File: src/rtl/multi_shape_processor.sv
// Multi-channel shape/operation SFR slave with per-channel fixed-latency
// operation FSM, registered read-back, error pulse and read-to-clear sticky error.
module multi_shape_processor #(
    parameter int unsigned NUM_CHANNELS = 4,
    parameter int unsigned ADDR_WIDTH   = 4,
    parameter int unsigned OP_LATENCY   = 3
) (
    input  logic                    clk,
    input  logic                    rst_n,
    input  logic                    write,
    input  logic [ADDR_WIDTH-1:0]   address,
    input  logic [31:0]             write_data,
    input  logic                    read,
    output logic [31:0]             read_data,
    output logic                    error,
    output logic [NUM_CHANNELS-1:0] done
);

    typedef enum logic {ST_IDLE, ST_BUSY} state_t;

    localparam logic [ADDR_WIDTH:0] LP_NCH      = (ADDR_WIDTH + 1)'(NUM_CHANNELS);
    localparam logic [7:0]          LP_CNT_INIT = 8'(OP_LATENCY - 1);

    state_t            r_state     [NUM_CHANNELS];
    state_t            w_state_nxt [NUM_CHANNELS];
    logic [7:0]        r_cnt       [NUM_CHANNELS];
    logic [7:0]        w_cnt_nxt   [NUM_CHANNELS];
    logic [1:0]        r_shape     [NUM_CHANNELS];
    logic [4:0]        r_op        [NUM_CHANNELS];
    logic [NUM_CHANNELS-1:0] r_err, w_err_nxt;
    logic [NUM_CHANNELS-1:0] r_done, w_done_nxt;
    logic [31:0]       r_rd_data, w_rd_data;
    logic              r_error;

    logic [1:0]        w_shape;
    logic [4:0]        w_op;
    logic              w_start;
    logic              w_in_range, w_shape_ok, w_op_ok, w_sel_busy;
    logic              w_wr_acc, w_wr_rej, w_rd_rej;
    logic              w_unused_bits;

    assign w_shape       = write_data[17:16];
    assign w_op          = write_data[4:0];
    assign w_start       = write_data[31];
    assign w_unused_bits = ^{write_data[30:18], write_data[15:5]};

    assign w_in_range = ({1'b0, address} < LP_NCH);
    assign w_shape_ok = ^w_shape;
    assign w_op_ok    = (w_op == 5'd0) || (w_op == 5'd1) || (w_op == 5'd8) ||
                        (w_op == 5'd16) || (w_op == 5'd17);
    assign w_wr_acc   = write && w_in_range && w_shape_ok && w_op_ok && !w_sel_busy;
    assign w_wr_rej   = write && !w_wr_acc;
    assign w_rd_rej   = read && !w_in_range;

    // Out-of-range addresses match no channel, so the read mux yields zero.
    always_comb begin
        w_sel_busy = 1'b0;
        w_rd_data  = '0;
        for (int unsigned i = 0; i < NUM_CHANNELS; i++) begin
            if (address == ADDR_WIDTH'(i)) begin
                w_sel_busy = (r_state[i] == ST_BUSY);
                w_rd_data  = {(r_state[i] == ST_BUSY), r_err[i], 12'b0,
                              r_shape[i], 11'b0, r_op[i]};
            end
        end
    end

    always_comb begin
        w_err_nxt  = r_err;
        w_done_nxt = '0;
        for (int unsigned i = 0; i < NUM_CHANNELS; i++) begin
            w_state_nxt[i] = r_state[i];
            w_cnt_nxt[i]   = r_cnt[i];
            case (r_state[i])
                ST_IDLE: begin
                    if (w_wr_acc && w_start && (address == ADDR_WIDTH'(i))) begin
                        w_state_nxt[i] = ST_BUSY;
                        w_cnt_nxt[i]   = LP_CNT_INIT;
                    end
                end
                ST_BUSY: begin
                    if (r_cnt[i] == '0) begin
                        w_state_nxt[i] = ST_IDLE;
                        w_done_nxt[i]  = 1'b1;
                    end else begin
                        w_cnt_nxt[i] = r_cnt[i] - 1'b1;
                    end
                end
                default: w_state_nxt[i] = ST_IDLE;
            endcase
            // A rejected write sets the flag even when a read would clear it.
            if (w_wr_rej && w_in_range && (address == ADDR_WIDTH'(i))) begin
                w_err_nxt[i] = 1'b1;
            end else if (read && (address == ADDR_WIDTH'(i))) begin
                w_err_nxt[i] = 1'b0;
            end
        end
    end

    always_ff @(posedge clk or negedge rst_n) begin
        if (!rst_n) begin
            for (int unsigned i = 0; i < NUM_CHANNELS; i++) begin
                r_state[i] <= ST_IDLE;
                r_cnt[i]   <= '0;
                r_shape[i] <= 2'b01;
                r_op[i]    <= '0;
            end
            r_err     <= '0;
            r_done    <= '0;
            r_rd_data <= '0;
            r_error   <= 1'b0;
        end else begin
            for (int unsigned i = 0; i < NUM_CHANNELS; i++) begin
                r_state[i] <= w_state_nxt[i];
                r_cnt[i]   <= w_cnt_nxt[i];
                if (w_wr_acc && (address == ADDR_WIDTH'(i))) begin
                    r_shape[i] <= w_shape;
                    r_op[i]    <= w_op;
                end
            end
            r_err   <= w_err_nxt;
            r_done  <= w_done_nxt;
            r_error <= w_wr_rej || w_rd_rej;
            if (read) begin
                r_rd_data <= w_rd_data;
            end
        end
    end

    assign read_data = r_rd_data;
    assign error     = r_error;
    assign done      = r_done;

endmodule

File: config.mk
export PLATFORM = sky130hd
export DESIGN_NAME = multi_shape_processor
export DESIGN_NICKNAME = d
export VERILOG_FILES = /design/src/rtl/multi_shape_processor.sv
export SDC_FILE = /design/constraint.sdc
export NUM_CORES = 1
export LEC_CHECK = 0
export CORE_ASPECT_RATIO = 0.9
export CORE_MARGIN = 1
export CORE_UTILIZATION = 40
export DETAILED_ROUTE_END_ITERATION = 10
export REMOVE_ABC_BUFFERS = 1
export SKIP_LAST_GASP = 1
export SLEW_MARGIN = 20
export SYNTH_ARGS = -nofsm -noshare
export SYNTH_HDL_FRONTEND = slang
export SYNTH_SLANG_ARGS = --single-unit
File: constraint.sdc
create_clock -name clk -period 6.4 [get_ports clk]
set_clock_uncertainty 0.2 [all_clocks]
set_input_delay 1.6 -clock clk [delete_from_list [all_inputs] [get_ports clk]]
set_output_delay 1.6 -clock clk [all_outputs]
set_load 0.05 [all_outputs]
=== Yosys cells after proc, flatten, opt, wreduce, memory -nomap -nowiden ===
Cells that the tools add are included.

* $add $sub $neg: 4
* Magnitude comparators: 1
* Multiplexer cells: 48
* Reductions and logical operators: 47
* Bitwise logic cells: 4
* Eq/ne operators: 15

{| class="wikitable"
|+ Operators by type and width
! kind !! count
|-
| two-way mux 32 bit || 4
|-
| two-way mux 8 bit || 8
|-
| one-hot mux 8 bit (2 select lines) || 4
|-
| zero test 8 bit || 4
|-
| subtractor 8 x 1 -> 8 bit, second input constant || 4
|-
| two-way mux 1 bit || 28
|-
| logical AND 1 bit || 24
|-
| != test 2 bit, second input constant || 8
|-
| == test 5 bit, second input constant || 2
|-
| == test 4 x 2 -> 1 bit, second input constant || 2
|-
| one-hot mux 1 bit (2 select lines) || 4
|-
| AND reduction 2 bit || 4
|-
| nonzero test 2 bit || 4
|-
| == test 5 x 1 -> 1 bit, second input constant || 1
|-
| == test 5 x 4 -> 1 bit, second input constant || 1
|-
| zero test 5 bit || 1
|-
| logical OR 1 bit || 5
|-
| == test 4 x 1 -> 1 bit, second input constant || 1
|-
| zero test 4 bit || 1
|-
| < comparator 4 x 3 -> 1 bit, second input constant || 1
|-
| NOT 1 bit || 4
|-
| zero test 1 bit || 3
|-
| XOR reduction 2 bit || 1
|}

* Register bits: 105

=== Depth between registers and ports, before layout ===
Gate-level depths: netlist (run 1).

* Depth in word-level cells: 12
* Depth in mapped cells: 6

=== Worst setup path before layout (run 1) ===
OpenSTA, ideal clock, no wires.

* Path type: input port to flip-flop
* Start: input port address[3]
* End: register r_op[15] in the netlist's numbering
* Path buffers: 1
* Stages: 5
* Data arrival time: 3.010 ns
* Path slack: 3.065 ns
* Required time: 6.075 ns
* Setup time: 0.125 ns
* Cells stage by stage: or3_4 or2_4 or3_1 buf_6 mux2_4

* Longest elaborated chain between the ends: 8

{| class="wikitable"
|+ Ends and longest elaborated chain
! what !! line !! text
|-
| from (decl) || 11 || <nowiki>input logic [ADDR_WIDTH-1:0] address,</nowiki>
|-
| zero test 4 bit || 60, 116 ||
|-
| two-way mux 1 bit (4 in series) || 60 || <nowiki>if (address == ADDR_WIDTH'(i)) begin</nowiki>
|-
| zero test 1 bit || 51 || <nowiki>assign w_wr_acc = write && w_in_range && w_shape_ok && w_op_ok && !w_sel_busy;</nowiki>
|-
| logical AND 1 bit || 51 ||
|-
| logical AND 1 bit * || 116 || <nowiki>if (w_wr_acc && (address == ADDR_WIDTH'(i))) begin</nowiki>
|-
| to (signal, indexed assignment) || 118 || <nowiki>r_op[i] <= w_op;</nowiki>
|-
| to (decl) || 29 || <nowiki>logic [4:0] r_op [NUM_CHANNELS];</nowiki>
|}

Mark *: on every way between the ends. The rest lies on a longest branch, timed or not.
A chain may end at the register's enable or synchronous reset.

=== Worst setup path in the final report (run 1) ===
* Start: input port address[1]
* End: register r_op[9] in the netlist's numbering

* Longest elaborated chain between the ends: 8

{| class="wikitable"
|+ Ends and longest elaborated chain
! what !! line
|-
| zero test 4 bit || 60
|-
| two-way mux 1 bit (4 in series) || 60
|-
| zero test 1 bit || 51
|-
| logical AND 1 bit || 51
|-
| logical AND 1 bit * || 116
|}

Marked as above.

==> metrics.cfg, run 1 <==
[sta]
rsz0062_at_grt=false
fin_setup_tns_ns=0
fin_crit_sh=0.647
drv_slew=0
fmax_mhz=242
slew_headroom=0.429
setup_viol=0
worst_slew_pin_slew_ns=0.850
period_minus_slack_ns=4.14
hold_viol_final=0
setup_ws_ns=2.26

[clock_tree]
clockBufferDepth=2
cts_setup_buffers=0
cts-htree-levels=3
path_clk_slew_ns=0.06
tritoncts=built
cts_root_buf=clkbuf_16
clock_latency_ns=0.34
numCtsBuffers=9
clkSinkCount=82
cts.repair.resized=0
cts_hold_buf=0

[route]
route.met3.wl_um=402
wl_met2_um=3550
postRouteAntennaNets=0
drt_iter0_markers=117
routedWlPerCell_um=15.0
wl_met1_um=3830
vias=2809
via_per_inst=5.33
totalWireLength_um=7880
drc=0
drtPass1Iterations=4
dr.max_layer_used=met4

[floorplanning]
rows=34
dieWidth_um=109
start_util=0.419
fp.dieArea_um2=10700
die_y_um=98.4
core_um2=9870
pin_count=77

[pwr]
ir_drop_mv=0.208
powerDensity_nw_per_um2=281
p_leak_nw=2.03

[synthesis]
synth_area_um2=4130
yosys.area.top_type_share=0.472
synth-seq-cells=82
synth_largest_area_cell=dfrtp_1
yosysSeqAreaShare=0.498
syn_area_per_cell_um2=11.3
synthTopCellsByArea=dfrtp_1, mux2_2, mux4_2
yosysUniqueCellTypes=57
synth_edf_count=0
netlist_instances=365
ys_warn_count=0
synth-main-ff-cell=dfrtp_1
ys_async_sr_fraction=1.00

[place]
place.gp.congestion=0.786
io_buffers=29
place_hpwl_um=5410
pre_cts_slack_ns=1.92

[setup_path]
worstReg2RegEnd=error
crit_fanout=14
r2r_slack_ns=4.04
cp.arrival_ns=4.17
r2r-start=r_state[3]
reg2regPathDepth=4
worstSetupStartpointType=input pin
critical_path.endpoint_type=flip-flop
required_ns=6.43
worst-setup-path-type=input pin to flip-flop

[run]
max_cap_violations=0

[layout]
fillerInstances=917
drive_gt1_frac=0.160
area_growth_pct=14.6
multiInputGateArea_um2=1820
nets=440
diodes=0
register_area_um2=2060

[global_route]
grt_pass1_wl_um=13900
antenna_found_initial=0
grt_pass1_vias=2740
grt_max_degree=54
grtUsageTotal=0.169
grt.overflow.total=0

[outcome]
outcome=completed

[worst_hold_path]
whs_endpoint=r_op[11]
hp-class=flip-flop to flip-flop
min_path_cells=1
min_from=r_op[11]

==> power by group <==
part	switching (mW)	leakage (nW)	total (mW)	internal (mW)
combinational	0.123	0.893	0.209	0.0861
sequential	0.0552	1.00	0.629	0.574
clock	0.215	0.137	0.492	0.277
total	0.393	2.03	1.33	0.937
==> layout make-up <==
| class | instances | area share |
|---|---|---|
| flip-flops and latches | 82 | 0.434 |
| multi-input cells | 243 | 0.385 |
| repair buffers | 31 | 0.0639 |
| clock buffers | 10 | 0.0504 |
| well taps | 126 | 0.0333 |
| inverters | 29 | 0.0230 |
| clock inverters | 6 | 0.0103 |
==> logic make-up (layout without fill, tap and decap cells) <==
family,Yosys count,after routing,share of synthesized area
compound gates,73,73,0.127
xor+xnor,2,2,0.00424
fa+ha+maj,4,4,0.0121
buf+inv,62,76,0.0811
flops,82,82,0.498
mux,39,39,0.130
other cells,1,23,0.000907
simple gates,102,102,0.147
==> flip-flops by register name, summed over array words and instances (netlist names) <==
name and cells:
error 1, r_err 4, r_op 20, r_shape 8, r_state 4, read_data 9
done 4, r_cnt 32
==> Yosys cell counts, types with 6 or more instances <==
library cell / number
mux4_2: 8
o2bb2ai_1: 10
mux2i_1: 10
nor2b_1: 9
inv_1: 29
a21oi_1: 11
nor2_1: 21
nand2_1: 10
dfrtp_1: 78
nor3_1: 12
clkbuf_1: 6
o21ai_0: 15
mux2_2: 16
o31ai_1: 10
buf_4: 23
==> worst max-delay path, stage by stage <==
cell	delay, ns
clkdlybuf4s50_1	0.89
or3b_2	0.60
nor4_4	0.66
mux2_2	0.41
==> through the flow <==
step / std cells / area [µm²] / hold WS, ns / power [mW] / utilization
2_1_floorplan: 354 / 3990 / 0.248 / 0.783 / -
3_3_place_gp: 511 / 4450 / 0.265 / 0.840 / 0.451
3_5_place_dp: 511 / 4450 / 0.270 / 0.848 / 0.451
4_1_cts: 527 / 4740 / 0.285 / 1.35 / 0.480
5_1_grt: 527 / 4740 / 0.301 / 1.41 / 0.480
6_report: 527 / 4740 / 0.285 / 1.33 / 0.480
==> cell usage in the layout (no fill, tap or decap), types with 9 or more instances in the layout <==
master,netlist,routed
a21oi_1,11,11
clkbuf_16,0,9
clkdlybuf4s50_1,0,28
conb_1,1,23
dfrtp_1,78,78
inv_1,29,29
mux2_2,16,16
mux2i_1,10,10
nand2_1,10,10
nor2_1,21,21
nor2b_1,9,9
nor3_1,12,12
o21ai_0,15,15
o2bb2ai_1,10,10
o31ai_1,10,10
==> per-layer routing <==
metal / vias up / GRT usage
li1: 1359 / -
met1: 1376 / 0.246
met2: 64 / 0.239
met3: 10 / 0.0589
met4: 0 / 0.0447
met5: - / 0
==> worst max path at each step <==
stage	to	depth (start not counted)	startpoint	slack, ns
CTS	r_op[9]	4	address[1]	2.27
global placement	r_shape[3]	4	address[1]	1.93
detailed placement	r_op[8]	4	address[1]	1.92
global route	error	5	address[1]	2.09
floorplan	r_op[15]	4	address[3]	3.03
finish	r_op[9]	4	address[1]	2.26
No activity file was read; power rests on OpenSTA's default activity.
==> inputs of run 2 (changes only) <==
- PLACE_DENSITY: not set -> 0.66
- clock period: 6.4 -> 3.68 ns (I/O delays scaled with it)
==> run 2 against run 1 <==
Compared with the run above: global-route usage is 0.068 points lower; die area stayed put; highest routed layer unchanged; core utilization increased by 0.23 points; sequential share of layout area shrank 0.21 points; cell count is 0.95% higher; critical path depth rose by 1; sequential power is 75% higher; clock power grew 63%; wire length grew 3.3%; non-clock buffer count rose by 6; largest cell class unchanged.
==> metrics.cfg, run 2 (synthesized netlist as in run 1, its figures left out) <==
[sta]
fin_setup_tns_ns=0  ; unchanged
worst_slew_pin_slew_ns=0.850  ; -0.000543 ns
period_minus_slack_ns=3.14
fmax_mhz=318
rsz0062_at_grt=false
fin_crit_sh=0.854
setup_viol=0  ; unchanged
setup_ws_ns=0.538  ; -1.72 ns
drv_slew=0  ; unchanged
hold_viol_final=0  ; unchanged
slew_headroom=0.429  ; about the same

[global_route]
grtUsageTotal=0.169  ; -0.000683
grt.overflow.total=0  ; unchanged
antenna_found_initial=0  ; unchanged
grt_pass1_vias=2838  ; +3.6%
grt_max_degree=83  ; +54%
grt_pass1_wl_um=14100  ; +1.2%

[pwr]
ir_drop_mv=0.231  ; +11%
powerDensity_nw_per_um2=478  ; +70%
total_power_mw=2.28  ; +71%
power.internal_mw=1.60  ; +71%
switchingPower_uw=673  ; +71%
p_leak_nw=2.05  ; +0.71%
seq_power_share=0.485  ; +0.012
pwr-share-clk=0.352  ; -0.018
swShare=0.295  ; +0.000314
pwr-share-comb=0.163  ; +0.006

[layout]
fin_cells=532  ; +0.95%
utilization=0.482  ; +0.00228
final_cell_mix=dfrtp_1, inv_1, clkdlybuf4s50_1
fillerInstances=914  ; -0.33%
area_growth_pct=15.2
drive_gt1_frac=0.167  ; +0.00789
nets=446  ; +1.4%
largest_reg_flops=32  ; unchanged
diodes=0  ; unchanged
register_area_um2=2060  ; unchanged
top_register=r_cnt
multiInputGateArea_um2=1820  ; unchanged
layout_commonest_cell=dfrtp_1

[place]
place_hpwl_um=5590  ; +3.3%
io_buffers=29  ; unchanged
dp_cells=517  ; +1.2%
place.gp.congestion=0.758  ; -3.5%
pre_cts_slack_ns=0.222  ; -1.69 ns

[route]
drtPass1Iterations=4  ; unchanged
drc=0  ; unchanged
routedWlPerCell_um=15.3  ; +2.3%
totalWireLength_um=8140  ; +3.3%
postRouteAntennaNets=0  ; unchanged
vias=2871  ; +2.2%
drt_iter0_markers=151  ; +29%
via_per_inst=5.40  ; +1.2%

[setup_path]
crit_fanout=8  ; -6
crit_path_max_incr_delay_ns=0.81  ; -0.08 ns
worstPathBufferInverterCount=1  ; unchanged
r2r_slack_ns=1.34  ; -2.70 ns
path_delay_family=simple AND/OR/NAND/NOR gates
worst-setup-path-type=input pin to flip-flop
cp.arrival_ns=3.13  ; -1.04 ns
reg2regPathDepth=5  ; +1
critical_path.endpoint_type=flip-flop
worstSetupStartpointType=input pin
cp.depth=5  ; +1
cp_slowest_cell=nor3_1
path_cells=clkdlybuf4s50_1 -> nor3b_1 -> nand4_1 -> nor3_1 -> o22ai_1
worstReg2RegEnd=r_cnt[7]
required_ns=3.66  ; -2.77 ns
r2r-start=r_state[3]

[floorplanning]
start_util=0.419  ; unchanged
pin_count=77  ; unchanged
rows=34  ; unchanged
die_y_um=98.4  ; unchanged
fp.dieArea_um2=10700  ; unchanged
dieWidth_um=109  ; unchanged
core_um2=9870  ; unchanged

[clock_tree]
cts_hold_buf=0  ; unchanged
numCtsBuffers=9  ; unchanged
path_clk_slew_ns=0.06  ; about the same
tritoncts=built
cts.repair.resized=0  ; unchanged
cts-htree-levels=3  ; unchanged
clock_latency_ns=0.33  ; about the same
cts_root_buf=clkbuf_16
clockBufferDepth=2  ; unchanged
cts_setup_buffers=0  ; unchanged
clkSinkCount=82  ; unchanged

[worst_hold_path]
whs_endpoint=read_data[1]
min_path_cells=1  ; unchanged
min_from=read_data[1]
hp-class=flip-flop to flip-flop

[run]
max_cap_violations=0  ; unchanged

[outcome]
outcome=completed

[run 2: changes by cell type in the layout (fill, tap and decap cells not counted)]
| cell | delta |
|---|---|
| inv_8 | -1 |
| clkbuf_8 | -1 |
| clkinv_2 | +1 |
| clkbuf_1 | +1 |
| buf_4 | +5 |
| inv_6 | -1 |
| clkinvlp_4 | +1 |
| buf_6 | +1 |
| clkinv_4 | -1 |
[run 2: worst max-delay path by stage]
stage,end,slack (ns),start
final,r_cnt[7],0.54,write
after global routing,r_cnt[7],0.40,write_data[0]
after CTS,r_cnt[7],0.59,address[0]
after detailed placement,r_cnt[7],0.22,address[0]
after global placement,r_cnt[7],0.24,address[0]
after floorplan,r_op[15],0.99,address[3]
[run 2: stage by stage]
stage	hold WS (ns)	cell area (µm²)
4_1_cts	0.289	4760
5_1_grt	0.298	4760
3_5_place_dp	0.270	4500
6_report	0.282	4760
3_3_place_gp	0.265	4500
2_1_floorplan	0.248	3990
[run 2: final cells by class]
class	instances	share of cell area
clock buffers	10	0.0481
multi-input cells	243	0.383
clock inverters	5	0.00683
well taps	126	0.0331
repair buffers	37	0.0739
flip-flops and latches	82	0.432
inverters	29	0.0229
[run 2: layer usage]
metal / track usage / share of wire / up-vias
met5: 0 / 0 / -
met4: 0.0457 / 0.011 / 0
met3: 0.0370 / 0.032 / 10
met2: 0.251 / 0.47 / 64
met1: 0.248 / 0.49 / 1431
li1: - / - / 1366
[run 2: power by group through the flow]
| stage | clock network [mW] | registers (mW) | logic [mW] |
|---|---|---|---|
| after detailed placement | 0 | 1.12 | 0.372 |
| final | 0.800 | 1.10 | 0.372 |
| after global placement | 0 | 1.10 | 0.359 |
| after CTS | 0.824 | 1.10 | 0.373 |
| after floorplan | 0 | 1.10 | 0.261 |
| after global routing | 0.862 | 1.12 | 0.418 |
==> inputs of run 3 (changes only) <==
- ABC_CLOCK_PERIOD_IN_PS: not set -> 3680
- GPL_ROUTABILITY_DRIVEN: not set -> 1
==> results of run 3 <==
The final DEF is identical to that of run 2; final timing and power are the same.
